**config.mk**
```make
export PLATFORM = sky130hd
export DESIGN_NAME = irq_timer_ctrl
export DESIGN_NICKNAME = d
export VERILOG_FILES = /design/src/rtl/irq_timer_ctrl.sv
export SDC_FILE = /design/constraint.sdc
export NUM_CORES = 1
export LEC_CHECK = 0
export CAP_MARGIN = 20
export CORE_MARGIN = 5
export CORE_UTILIZATION = 58
export DETAILED_ROUTE_END_ITERATION = 6
export DONT_BUFFER_PORTS = 1
export GPL_TIMING_DRIVEN = 0
export PLACE_DENSITY = 0.83
export SLEW_MARGIN = 40
export SYNTH_ARGS = -nofsm -noshare
export SYNTH_HDL_FRONTEND = slang
export SYNTH_SLANG_ARGS = --single-unit
```
**constraint.sdc**
```tcl
create_clock -name clk -period 2.68 [get_ports clk]
set_clock_uncertainty 0.2 [all_clocks]
set_input_delay 0.402 -clock clk [delete_from_list [all_inputs] [get_ports clk]]
set_output_delay 0.402 -clock clk [all_outputs]
set_load 0.02 [all_outputs]
```
**src/rtl/irq_timer_ctrl.sv**
```systemverilog
// Memory-mapped interrupt source: down-counting timer plus debounced push-button.
// Define IRQ_BTN_EN to build the button synchronizer/debouncer; otherwise only the timer exists.
module irq_timer_ctrl #(
    parameter logic [31:0] BASE_ADDR       = 32'hFFFF_FF00,
    parameter logic [19:0] DEBOUNCE_CYCLES = 20'd1_000_000
) (
    input  logic        clk,
    input  logic        rst,
    input  logic        mem_ren,
    input  logic        mem_wen,
    input  logic [31:0] mem_addr,
    input  logic [31:0] mem_dout,
    output logic [31:0] io_rdata,
    output logic        io_hit,
    input  logic        btn_raw,
    output logic        interrupter
);
    localparam int unsigned DATA_W = 32;
    localparam int unsigned DB_W   = 20;

    localparam logic [1:0] SEL_CTRL   = 2'd0;
    localparam logic [1:0] SEL_PERIOD = 2'd1;
    localparam logic [1:0] SEL_COUNT  = 2'd2;
    localparam logic [1:0] SEL_STATUS = 2'd3;

    logic [1:0]        sel;
    logic              wr;
    logic              rd;
    logic              tmr_en;
    logic              tmr_ie;
    logic              reload;
    logic              tmr_pend;
    logic [DATA_W-1:0] period;
    logic [DATA_W-1:0] count;
    logic              expire;
    logic              btn_ie;
    logic              btn_pend;
    logic              btn_lvl;
    logic              irq_c;

    assign io_hit = (mem_addr[31:4] == BASE_ADDR[31:4]);
    assign sel    = mem_addr[3:2];
    assign wr     = mem_wen & io_hit;
    assign rd     = mem_ren & io_hit;
    assign expire = tmr_en & (count == '0);
    assign irq_c  = (tmr_pend & tmr_ie) | (btn_pend & btn_ie);

    // Timer, CTRL/PERIOD/COUNT registers and interrupt line; bus writes come last so they win
    always_ff @(posedge clk) begin
        if (rst) begin
            tmr_en      <= 1'b0;
            tmr_ie      <= 1'b0;
            reload      <= 1'b0;
            tmr_pend    <= 1'b0;
            period      <= '0;
            count       <= '0;
            interrupter <= 1'b0;
        end else begin
            if (expire && !reload) tmr_en <= 1'b0;
            if (tmr_en) begin
                if (count != '0) count <= count - DATA_W'(1);
                else if (reload) count <= period;
            end
            if (expire) tmr_pend <= 1'b1;
            else if (wr && (sel == SEL_STATUS) && mem_dout[0]) tmr_pend <= 1'b0;
            if (wr) begin
                case (sel)
                    SEL_CTRL: begin
                        tmr_en <= mem_dout[0];
                        tmr_ie <= mem_dout[1];
                        reload <= mem_dout[3];
                    end
                    SEL_PERIOD: period <= mem_dout;
                    SEL_COUNT:  count  <= mem_dout;
                    default: ;
                endcase
            end
            interrupter <= irq_c;
        end
    end

`ifdef IRQ_BTN_EN
    logic            sync1;
    logic            btn_s;
    logic [DB_W-1:0] db_cnt;
    logic            db_done;

    assign db_done = (btn_s != btn_lvl) && (db_cnt == DEBOUNCE_CYCLES - DB_W'(1));

    // Two-flop synchronizer, then a level only changes after DEBOUNCE_CYCLES stable cycles
    always_ff @(posedge clk) begin
        if (rst) begin
            sync1    <= 1'b0;
            btn_s    <= 1'b0;
            db_cnt   <= '0;
            btn_lvl  <= 1'b0;
            btn_pend <= 1'b0;
            btn_ie   <= 1'b0;
        end else begin
            sync1 <= btn_raw;
            btn_s <= sync1;
            if (btn_s == btn_lvl) begin
                db_cnt <= '0;
            end else if (db_done) begin
                btn_lvl <= btn_s;
                db_cnt  <= '0;
            end else begin
                db_cnt <= db_cnt + DB_W'(1);
            end
            if (db_done && btn_s) btn_pend <= 1'b1;
            else if (wr && (sel == SEL_STATUS) && mem_dout[1]) btn_pend <= 1'b0;
            if (wr && (sel == SEL_CTRL)) btn_ie <= mem_dout[2];
        end
    end

    logic unused_bits;
    assign unused_bits = &{1'b0, mem_addr[1:0], BASE_ADDR[3:0]};
`else
    assign btn_ie   = 1'b0;
    assign btn_pend = 1'b0;
    assign btn_lvl  = 1'b0;

    logic unused_bits;
    assign unused_bits = &{1'b0, mem_addr[1:0], BASE_ADDR[3:0], btn_raw, DEBOUNCE_CYCLES};
`endif

    // Combinational read mux; zero unless a read hits the window
    always_comb begin
        io_rdata = '0;
        if (rd) begin
            case (sel)
                SEL_CTRL:   io_rdata = {28'd0, reload, btn_ie, tmr_ie, tmr_en};
                SEL_PERIOD: io_rdata = period;
                SEL_COUNT:  io_rdata = count;
                default:    io_rdata = {29'd0, btn_lvl, btn_pend, tmr_pend};
            endcase
        end
    end
endmodule

```
==> metrics.md, run 1 <==
| Metric | Value |
|---|---|
| Share of synthesized area occupied by flip-flops and latches | `31.94%` |
| Count of different cell masters after synthesis | `59` |
| Primary FF master, synth | `dfxtp_1` |
| Largest fanout on the critical path | `10` |
| Slowest cell on crit path | `nor2_1` |
| Hold Crit Class | `primary input to flip-flop` |
| Clock Root Buffer | `clkbuf_8` |
| Antenna violations before repair | `1` |
| Critical path data required time | `2780 ps` |
| Final estimated routing congestion in global placement | `0.9871` |
| Final Max Slew Viols | `0` |
| Hold-critical path depth | `2` |
| H-tree level count | `3` |
| X dimension of the die | `96.35 um` |
| Via count | `5606` |
| Number of warning messages in the yosys log | `0` |
| Max capacitance violation total | `0` |
| Cell family contributing the most delay on the critical path | `simple AND/OR/NAND/NOR gates` |
| Area used by multi-input combinational logic | `3362 sq um` |
| Maximum number of pins on one net before global-route repair | `12` |
| Sw Ratio | `33.83%` |
| Clock Power Share | `32.0%` |
| Count of unresolved DRC violations after routing | `27` |
| Number of synthesized flops with an enable pin | `0` |
| Transition time of the tightest slew-check pin | `988.8 ps` |
| Initial standard-cell utilization of the core | `59.62%` |
| Layout cell share with drive strength beyond 1 | `28.59%` |
| Final wirelength | `20540 um` |
| Worst endpoint data arrival time | `3190 ps` |
| Fill cells | `426` |
| Flop and latch count out of synthesis | `69` |
| Total number of cells along the worst setup path | `7` |
| Floorplan Core Area | `7253 sq um` |
| Via-per-instance ratio | `7.586` |
| Element type at the critical path end | `flip-flop` |
| Status | `finished with violations` |
| Die Area | `9282 sq um` |
| Min Clock Period, post-route | `3093 ps` |
| Detailed Routing Iterations Pass 1 | `7` |
| Stage delay of the slowest cell on the critical path | `770 ps` |
| Worst Path Class, Setup | `primary input to flip-flop` |
| Maximum root-to-sink buffer count | `2` |
| Sum of overflow across all layers after global routing | `0` |
| Failing checks | `DRC, hold timing, setup timing` |
| Number of instances in the synthesized netlist | `569` |
| Share of synthesized registers carrying an async set or reset | `0%` |
| Average wire per standard cell | `27.80 um` |
| Critical Path Start Type | `primary input` |
| Buf/Inv on CP | `1` |
| Cell with the most instances on the worst path | `nand3_1` |
| Overall power after layout | `2.941 mW` |
| Leakage dissipation | `2.381 nW` |
| Number of diodes added for antenna fixing | `0` |
| Starting DRT DRC Count | `1162` |
| Combinational cell fraction of total power | `32.9%` |
| VDD IR max | `0.0003771 V` |
| Wire length of the first global-routing pass | `27150 um` |
| Relative area change from synthesis to final layout | `38.83%` |
| Sequential cell area | `1401 sq um` |
| Slack of the critical path | `-413.1 ps` |
| I/O pin count | `103` |
| F_max | `323.3 MHz` |
| Antenna-violating nets left | `0` |
| Number of cell rows | `31` |
| Number of nets in the final layout | `706` |
| Post-place instance area | `4760 sq um` |
| CTS clk-pin slew, worst paths | `80 ps` |
| Syn Nets | `640` |
| Post-Synthesis Cell Area | `4324 sq um` |
| Register share of total power | `35.1%` |
| Setup repair after global routing missed its margin | `yes` |
| Number of global-route vias before repair | `5139` |
| Worst-case headroom to the max-slew limit | `34.08%` |
| Post-Synthesis Mean Instance Area | `7.600 sq um` |
| CTS buffer count | `9` |
| Insertion delay of the later-clocked pin in the worst-skew pair | `360 ps` |
| Total track usage | `38.94%` |
| Leading cell types in the layout, fill and taps excluded | `76 x nor2_1, 61 x dfxtp_1, 39 x mux2i_1` |
| Power per Cell Area | `490.0 nW/um^2` |
| Internal Power | `1.946 mW` |
| NetSw | `0.9951 mW` |
| Final Hold Fails | `4` |
| Port Buf Inserts | `0` |
| Total number of clock tree sinks | `69` |
| Hpwl dp | `11520 um` |
| Post-route cell area | `6003 sq um` |
| Leading cell type in the layout, fill and taps excluded | `nor2_1` |
| Fin Hold WS | `-8.206 ps` |
| Total negative slack for setup checks | `-5981 ps` |
| CTS tree | `done` |
| Cell breakdown of the critical path | `or4b_4 -> nor4_4 -> nand3_1 -> clkbuf_1 -> nor2_1 -> nand2_1 -> nand3_1` |
| Portion of the clock cycle consumed by the worst path in the final layout | `115.4%` |
| Die height | `96.35 um` |
| Worst reg-to-reg path cell count | `8` |
| Total setup violations reported at the end of the flow | `52` |
## stage by stage
step | utilization, % | worst slack (ps) | hold WS (ps) | instances
2_1_floorplan | - | -110.4 | 259.5 | 569
3_3_place_gp | 65.33 | -806.7 | 288.4 | 668
3_5_place_dp | 65.62 | -677.1 | 292.5 | 668
4_1_cts | 77.06 | -111.6 | 0.02681 | 725
5_1_grt | 82.77 | -676.1 | 3.674 | 739
6_report | 82.77 | -413.1 | -8.206 | 739
## final timing paths
check / slack [ps] / startpoint / endpoint
max: -410 / mem_addr[5] / count[14]$_SDFF_PP0_
min: -8 / mem_dout[7] / period[7]$_SDFFE_PP0P_
max reg2reg: -90 / count[26]$_SDFF_PP0_ / count[7]$_SDFF_PP0_
min reg2reg: 310 / count[25]$_SDFF_PP0_ / count[25]$_SDFF_PP0_
## worst reg2reg max path: stages, from the launching register on
cell	delay (ps)
dfxtp_4	360
or4_4	570
or3_4	430
buf_4	180
o31ai_4	300
buf_4	240
nor2_1	80
nor4_1	190
nor3_1	80
## metal layers
metal	vias up	track usage (%)	wire [um]
li1	2244	-	-
met4	0	26.52	1724
met2	616	60.32	8932
met5	-	0	0
met3	198	9.148	3205
met1	2548	47.62	6678
## Yosys cell counts (3+ instances only)
cell | instances | area share, %
nor2_1 | 108 | 9.4
clkbuf_1 | 41 | 3.6
nor4_1 | 13 | 1.9
a2111oi_0 | 3 | 0.61
buf_2 | 3 | 0.35
a22oi_1 | 30 | 5.2
o22ai_1 | 6 | 0.87
or3_1 | 3 | 0.43
inv_1 | 6 | 0.52
xnor2_1 | 4 | 0.81
nor3_1 | 27 | 3.1
a311oi_1 | 3 | 0.61
nand2_1 | 34 | 3.0
a211o_1 | 3 | 0.61
o21ai_0 | 21 | 2.4
dfxtp_1 | 69 | 32
a211oi_1 | 15 | 2.6
a21oi_1 | 19 | 2.2
and3_1 | 15 | 2.2
nand3_1 | 19 | 2.2
mux2i_1 | 39 | 9.0
nor2b_1 | 3 | 0.43
a31oi_1 | 8 | 1.2
or4_1 | 5 | 0.87
buf_1 | 4 | 0.35
o211ai_1 | 5 | 0.87
o21a_1 | 3 | 0.52
nand4_1 | 14 | 2.0
a2bb2oi_1 | 3 | 0.61
## sequential cells by signal (all words and copies together), names as in the netlist
name / count
count: 32
period: 32
interrupter: 1
reload: 1
tmr_en: 1
tmr_ie: 1
tmr_pend: 1
## timing repair
action                                  4_1_cts  5_1_grt
pin swaps                                    63       30
setup buffers                                26       19
endpoints found under the setup margin       65       52
cloned                                        1        1
hold endpoints to repair                     22        0
gates resized for setup                      60       76
hold buffers                                 18        0
## area by class of cell
class / instances / area share (%)
clock buffer: 13 / 2.814
buffer: 40 / 4.502
sequential: 69 / 23.34
multi-input combinational: 445 / 56.00
timing repair buffer: 64 / 10.19
tap: 99 / 2.063
inverter: 6 / 0.3752
clock inverter: 3 / 0.7086
## cells by family (layout without fill, tap and decap cells)
kind of cell	Yosys count	after routing	share of synthesized area (%)
and+or+nand+nor	259	259	29.34
AOI/OAI and AO/OA	137	137	22.02
DFF	69	69	31.94
buffers and inverters	55	126	5.035
muxes	42	42	10.07
xor gates and xnor gates	5	5	1.013
adders and majority gates	2	2	0.5786
## power by group through the flow
stage / Sequential (mW) / Combinational, mW / Clock [mW]
3_5_place_dp: 1.06 / 0.495 / 0
2_1_floorplan: 1.06 / 0.360 / 0
5_1_grt: 1.03 / 0.979 / 0.969
6_report: 1.03 / 0.967 / 0.941
3_3_place_gp: 1.06 / 0.490 / 0
4_1_cts: 1.04 / 0.751 / 0.922
Power figures use the tool's default switching activity.
==> inputs of run 2 (changes only) <==
- ABC_AREA: not set -> 1
- CORE_UTILIZATION: 58 -> 59
- PLACE_DENSITY: 0.83 -> 0.85
==> run 2 against run 1 <==
Effect of this change: the flow finishes with violations (DRC); non-clock buffer count down 29; flip-flop and latch count is the same; routed wire length decreased by 9.9%; critical path depth is 2 lower; fmax up 18%; die area rose by 17%; cell area is essentially flat; setup slack better by 470 ps; power shrank 28%; critical path type is now flip-flop to output port; critical endpoint is now io_rdata[3]; largest cell class unchanged.
==> metrics.md, run 2 <==
| Metric | Value |
|---|---|
| Setup repair after global routing missed its margin | `yes` |
| Wire length of the first global-routing pass | `29890 um` |
| Number of instances in the synthesized netlist | `901` |
| Cell breakdown of the critical path | `clkbuf_1 -> inv_1 -> nor2_1 -> a221oi_1 -> nor2_2` |
| Hpwl dp | `13300 um` |
| Final Hold Fails | `0` |
| H-tree level count | `3` |
| Die Area | `10820 sq um` |
| Max capacitance violation total | `0` |
| Number of warning messages in the yosys log | `0` |
| Total number of clock tree sinks | `69` |
| Worst-case headroom to the max-slew limit | `52.44%` |
| Final wirelength | `18500 um` |
| Count of different cell masters after synthesis | `39` |
| Cell Count Post-Placement | `1009` |
| Layout cell share with drive strength beyond 1 | `12.46%` |
| Area fraction of the dominant cell type after synthesis | `26.47%` |
| Critical Path Start Type | `flip-flop` |
| Slowest cell on crit path | `clkbuf_1` |
| X dimension of the die | `104.0 um` |
| Portion of the clock cycle consumed by the worst path in the final layout | `97.74%` |
| Syn Nets | `972` |
| Overall power after layout | `2.118 mW` |
| Number of nets in the final layout | `1013` |
| Count of unresolved DRC violations after routing | `2` |
| Post-CTS setup buffer count | `0` |
| Most used standard cells in the synthesized netlist | `275 x nand2_1, 153 x nor2_1, 75 x o21ai_0, 69 x dfxtp_1, 68 x a21oi_1` |
| Hold-critical path depth | `2` |
| Dominant cell type by area after synthesis | `dfxtp_1` |
| Total track usage | `33.77%` |
| Floorplan Core Area | `8678 sq um` |
| Post-Synthesis Mean Instance Area | `5.791 sq um` |
| Starting DRT DRC Count | `633` |
| Maximum root-to-sink buffer count | `2` |
| Min Clock Period, post-route | `2620 ps` |
| Worst Path Class, Setup | `flip-flop to output port` |
| Power per Cell Area | `352.6 nW/um^2` |
| Launching point of the worst reg2reg path | `count[1]$_SDFF_PP0_` |
| Fill cells | `782` |
| Leading post-synthesis cells by cell area | `dfxtp_1 26%, nand2_1 20%, nor2_1 11%, o21ai_0 7.2%, a21oi_1 6.5%` |
| Transition time of the tightest slew-check pin | `713.5 ps` |
| CTS tree | `done` |
| Sum of overflow across all layers after global routing | `0` |
| Flop and latch count out of synthesis | `69` |
| Cell family contributing the most delay on the critical path | `buffers and inverters` |
| Antenna violations before repair | `0` |
| Share of synthesized area occupied by flip-flops and latches | `26.47%` |
| Via-per-instance ratio | `5.814` |
| Die height | `104.0 um` |
| CTS buffer count | `9` |
| Stage delay of the slowest cell on the critical path | `560 ps` |
| Status | `finished with violations` |
| Worst slack after detailed placement | `-204.2 ps` |
| I/O pin count | `103` |
| Worst endpoint data arrival time | `2020 ps` |
| Post-Synthesis Cell Area | `5218 sq um` |
| Leakage dissipation | `2.568 nW` |
| Worst reg-to-reg path cell count | `11` |
| CTS clk-pin slew, worst paths | `80 ps` |
| Non-filler instance count after layout | `1055` |
| Sequential cell area | `1381 sq um` |
| Leading cell types in the layout, fill and taps excluded | `274 x nand2_1, 151 x nor2_1, 75 x o21ai_0` |
| Minimum setup slack among reg-to-reg paths | `270 ps` |
| Most frequently used cell type in the post-synthesis netlist | `nand2_1` |
| Core occupancy in the finished layout | `69.22%` |
| Share of synthesized registers carrying an async set or reset | `0%` |
| Clock Root Buffer | `clkbuf_8` |
| Primary FF master, synth | `dfxtp_1` |
| Initial standard-cell utilization of the core | `60.12%` |
| Average wire per standard cell | `17.54 um` |
| Number of global-route vias before repair | `5866` |
| F_max | `381.7 MHz` |
| Total negative slack for setup checks | `0 ps` |
| Largest fanout on the critical path | `10` |
| Critical path data required time | `2080 ps` |
| Number of cell rows | `34` |
| WHS Endpoint | `period[8]$_SDFFE_PP0P_` |
| Largest regs | `count: 32 flops, period: 32 flops` |
| Slack of the critical path | `60.45 ps` |
| Total number of cells along the worst setup path | `5` |
| Number of diodes added for antenna fixing | `0` |
| Via count | `6134` |
| Maximum number of pins on one net before global-route repair | `13` |
| Leading cell type in the layout, fill and taps excluded | `nand2_1` |
| Relative area change from synthesis to final layout | `15.13%` |
| Insertion delay of the later-clocked pin in the worst-skew pair | `360 ps` |
| Failing checks | `DRC` |
| Final estimated routing congestion in global placement | `0.9927` |
| Final Max Slew Viols | `0` |
| Element type at the critical path end | `output port` |
| Hold Crit Class | `primary input to flip-flop` |
| Destination of the worst register-to-register timing path | `count[24]$_SDFF_PP0_` |
| Port Buf Inserts | `0` |
| Antenna-violating nets left | `0` |
| Area used by multi-input combinational logic | `3467 sq um` |
| Buf/Inv on CP | `2` |
| Number of synthesized flops with an enable pin | `0` |
| Detailed Routing Iterations Pass 1 | `7` |
| Origin of the worst min-delay path | `mem_dout[8]` |
| Total setup violations reported at the end of the flow | `0` |
| VDD IR max | `0.0002656 V` |
==> run 2: through the flow <==
step	area (sq um)	hold slack [ps]
6_report	6007	14.55
5_1_grt	6007	5.121
4_1_cts	5937	18.55
3_5_place_dp	5353	259.1
3_3_place_gp	5353	263.7
2_1_floorplan	5218	222.8
==> run 2: layout make-up <==
cell class,instances,area share [%]
multi-input combinational,722,57.72
clock inverter,5,1.416
timing repair buffer,31,5.166
clock buffer,11,2.187
inverter,65,4.103
sequential,69,23.00
buffer,44,4.166
tap,108,2.250
==> run 2: how the worst max path moves through the flow <==
stage                   startpoint      endpoint  slack (ps)
6_report       reload$_SDFFE_PP0P_   io_rdata[3]          60
2_1_floorplan         mem_addr[25]  io_rdata[23]         290
5_1_grt                mem_addr[5]  io_rdata[26]         -30
3_5_place_dp           mem_addr[5]  io_rdata[18]        -200
3_3_place_gp           mem_addr[7]  io_rdata[18]        -170
4_1_cts                mem_addr[5]   io_rdata[2]        -110
==> run 2: report_power, final <==
part | internal (mW) | leakage, nW | switching (mW)
sequential | 1.02 | 0.555 | 0.00000000169
combinational | 0.0472 | 1.91 | 0.0679
clock | 0.529 | 0.104 | 0.451
==> run 2: what timing repair did <==
item	in CTS	in global routing
endpoints found under the hold margin	35	0
cloned	0	0
setup endpoints to repair	30	31
hold buffers	31	0
gates resized for setup	15	26
pin swaps	0	1
==> run 2: kinds of logic (layout without fill, tap and decap cells) <==
group / count (synthesis) / count (layout) / synth area share, %
compound gates: 184 / 184 / 18.27
xor+xnor: 13 / 13 / 2.182
mux: 1 / 1 / 0.1919
flops: 69 / 69 / 26.47
fa+ha+maj: 2 / 2 / 0.4795
simple gates: 522 / 522 / 42.88
buf+inv: 110 / 156 / 9.520
==> run 2: layer usage <==
metal / part of all wire, % / track usage [%] / vias to the layer above
li1: - / - / 2971
met1: 40 / 44.66 / 2680
met2: 44 / 51.64 / 416
met3: 13 / 8.566 / 67
met4: 3.8 / 15.26 / 0
met5: 0 / 0 / -
==> run 2: worst reg2reg max path, stage by stage, from the launching register on <==
cell and delay [ps]:
dfxtp_1 330, inv_1 130, ha_1 330, nand2_1 190, nor2_1 540, nand3_1 150, nand2_1 80, nand2_1 60
nand2_1 60, nand2_1 50, a21oi_1 130, nor2_1 50
==> inputs of run 3 (changes only) <==
- CORE_UTILIZATION: 59 -> 65
- PLACE_DENSITY: 0.85 -> 0.88
- clock period: 2.68 -> 2.8 ns (I/O delays scaled with it)
==> run 3 against run 2 <==
Effect of this change: combinational power fell by 22%; the run ends with setup timing left; power shrank 12%; non-clock buffer count is 16 lower; critical path type is now primary input to output port; clock power shrank 19%; count of clock-buffer cells in the layout up 3; first-iteration DRC count rose by 28%; critical path depth is 2 higher; utilization rose by 4.3 points; register-to-register slack improved by 120 ps.
==> metrics.md, run 3 (synthesis gave the netlist of run 2 again) <==
| Metric | Value |
|---|---|
| Met2 routed wirelength | `8585 um` |
| Worst endpoint data arrival time | `2240 ps` |
| Slack of the critical path | `-64.24 ps` |
| Maximum root-to-sink buffer count | `2` |
| I/O pin count | `103` |
| Buf/Inv on CP | `1` |
| Non-filler instance count after layout | `1032` |
| Number of nets in the final layout | `997` |
| Critical path data required time | `2180 ps` |
| Element type at the critical path end | `output port` |
| Number of diodes added for antenna fixing | `0` |
| F_max | `349.1 MHz` |
| Final estimated routing congestion in global placement | `1.037` |
| Hpwl dp | `13910 um` |
| Via-per-instance ratio | `6.118` |
| Die height | `99.60 um` |
| Area used by multi-input combinational logic | `3388 sq um` |
| Cell Count Post-Placement | `1003` |
| Initial standard-cell utilization of the core | `67.17%` |
| Cell family contributing the most delay on the critical path | `simple AND/OR/NAND/NOR gates` |
| CTS tree | `done` |
| CTS buffer count | `9` |
| Post-route cell area | `5713 sq um` |
| Sequential cell area | `1381 sq um` |
| Insertion delay of the later-clocked pin in the worst-skew pair | `360 ps` |
| Slowest cell on crit path | `a21oi_1` |
| X dimension of the die | `99.60 um` |
| Power per Cell Area | `325.9 nW/um^2` |
| Wire length on met3 | `2392 um` |
| Fill cells | `680` |
| Detailed-routing wirelength on met1 | `7228 um` |
| Largest regs | `count: 32 flops, period: 32 flops` |
| Worst-case headroom to the max-slew limit | `45.51%` |
| Via count | `6314` |
| Die Area | `9919 sq um` |
| Fin Hold WS | `0.007938 ps` |
| VDD IR max | `0.0002425 V` |
| Final wirelength | `19170 um` |
| Leading cell types in the layout, fill and taps excluded | `275 x nand2_1, 153 x nor2_1, 75 x o21ai_0` |
| Max capacitance violation total | `0` |
| Total number of clock tree sinks | `69` |
| H-tree level count | `3` |
| Total setup violations reported at the end of the flow | `15` |
| Min Clock Period, post-route | `2864 ps` |
| Minimum setup slack among reg-to-reg paths | `390 ps` |
| Leading cell type in the layout, fill and taps excluded | `nand2_1` |
| Maximum number of pins on one net before global-route repair | `11` |
| Clock Root Buffer | `clkbuf_8` |
| Capture point of the worst path | `io_rdata[5]` |
| Cell with the most instances on the worst path | `nand2_1` |
| Hold Crit Class | `primary input to flip-flop` |
| Setup repair after global routing missed its margin | `yes` |
| Floorplan Core Area | `7767 sq um` |
| Number of cell rows | `32` |
| Final Max Slew Viols | `0` |
| Total negative slack for setup checks | `-766.3 ps` |
| Wire length of the first global-routing pass | `29260 um` |
| Worst reg-to-reg path cell count | `11` |
| Status | `finished with violations` |
| Stage delay of the slowest cell on the critical path | `460 ps` |
| Count of unresolved DRC violations after routing | `0` |
| Portion of the clock cycle consumed by the worst path in the final layout | `102.3%` |
| Sum of overflow across all layers after global routing | `0` |
| Antenna violations before repair | `0` |
| CTS clk-pin slew, worst paths | `80 ps` |
| Post-CTS setup buffer count | `0` |
| Failing checks | `setup timing` |
| Antenna-violating nets left | `0` |
| Relative area change from synthesis to final layout | `9.496%` |
| Core occupancy in the finished layout | `73.55%` |
| Destination of the worst register-to-register timing path | `count[24]$_SDFF_PP0_` |
| Largest fanout on the critical path | `10` |
| Worst setup startpoint | `mem_addr[25]` |
| Worst Path Class, Setup | `primary input to output port` |
| Total track usage | `37.43%` |
| Starting DRT DRC Count | `812` |
| Layout cell share with drive strength beyond 1 | `10.43%` |
| Hold-critical path depth | `2` |
| Cell breakdown of the critical path | `nand2_1 -> nor2_2 -> nand4_2 -> nor3_4 -> nand2_1 -> clkbuf_1 -> a21oi_1` |
| Final Hold Fails | `0` |
| Port Buf Inserts | `0` |
| Post-place instance area | `5345 sq um` |
| Transition time of the tightest slew-check pin | `817.4 ps` |
| Total number of cells along the worst setup path | `7` |
| Leakage dissipation | `2.482 nW` |
| Critical Path Start Type | `primary input` |
| Detailed Routing Iterations Pass 1 | `6` |
| Launching point of the worst reg2reg path | `count[0]$_SDFF_PP0_` |
| Number of global-route vias before repair | `6010` |
| Average wire per standard cell | `18.57 um` |
| Uppermost layer routed | `met4` |
## run 3: cell count changes in the layout (fill, tap and decap cells not counted), sizes merged
cell / previous run / this run
clkinv: 2 / 1
bufinv: 2 / 0
clkbuf: 37 / 42
clkinvlp: 1 / 0
dlygate4sd3: 31 / 14
buf: 18 / 17
## run 3: layout make-up
cell class | count | area share, %
Multi-Input combinational cell | 722 | 59.31
Tap cell | 102 | 2.234
Timing Repair Buffer | 14 | 2.453
Clock inverter | 1 | 0.08760
Inverter | 65 | 4.314
Sequential cell | 69 | 24.18
Clock buffer | 14 | 3.022
Buffer | 45 | 4.402
## run 3: routing by layer
layer | track usage (%) | vias to the layer above
met5 | 0 | -
met4 | 19.12 | 0
met3 | 9.187 | 80
met2 | 60.54 | 475
met1 | 46.12 | 2819
li1 | - | 2940
## run 3: report_power, final
group	internal, mW	leakage [nW]	switching (mW)
Sequential	0.980	0.555	0.00000000155
Clock	0.390	0.0926	0.402
Combinational	0.0293	1.83	0.0599
Total	1.40	2.48	0.462
## run 3: timing repair
item | in CTS | in global routing
hold buffers | 13 | 1
hold endpoints to repair | 15 | 1
setup endpoints to repair | 12 | 28
gates resized for setup | 2 | 15
## run 3: worst min path at each step
stage / start / to / slack, ps
final: mem_dout[10] / period[10]$_SDFFE_PP0P_ / 0.008
after global routing: mem_dout[9] / period[9]$_SDFFE_PP0P_ / 5
after CTS: mem_dout[2] / period[2]$_SDFFE_PP0P_ / 0.1
after detailed placement: tmr_pend$_SDFFE_PP0P_ / interrupter$_SDFF_PP0_ / 270
after global placement: tmr_ie$_SDFFE_PP0P_ / interrupter$_SDFF_PP0_ / 260
after floorplan: tmr_pend$_SDFFE_PP0P_ / interrupter$_SDFF_PP0_ / 220
## run 3: stage by stage
stage	worst slack, ps	total power [mW]
after global placement	-45.14	1.069
after global routing	-142.5	1.905
after floorplan	369.4	1.048
after CTS	-101.6	1.845
after detailed placement	-93.52	1.071
final	-64.24	1.862
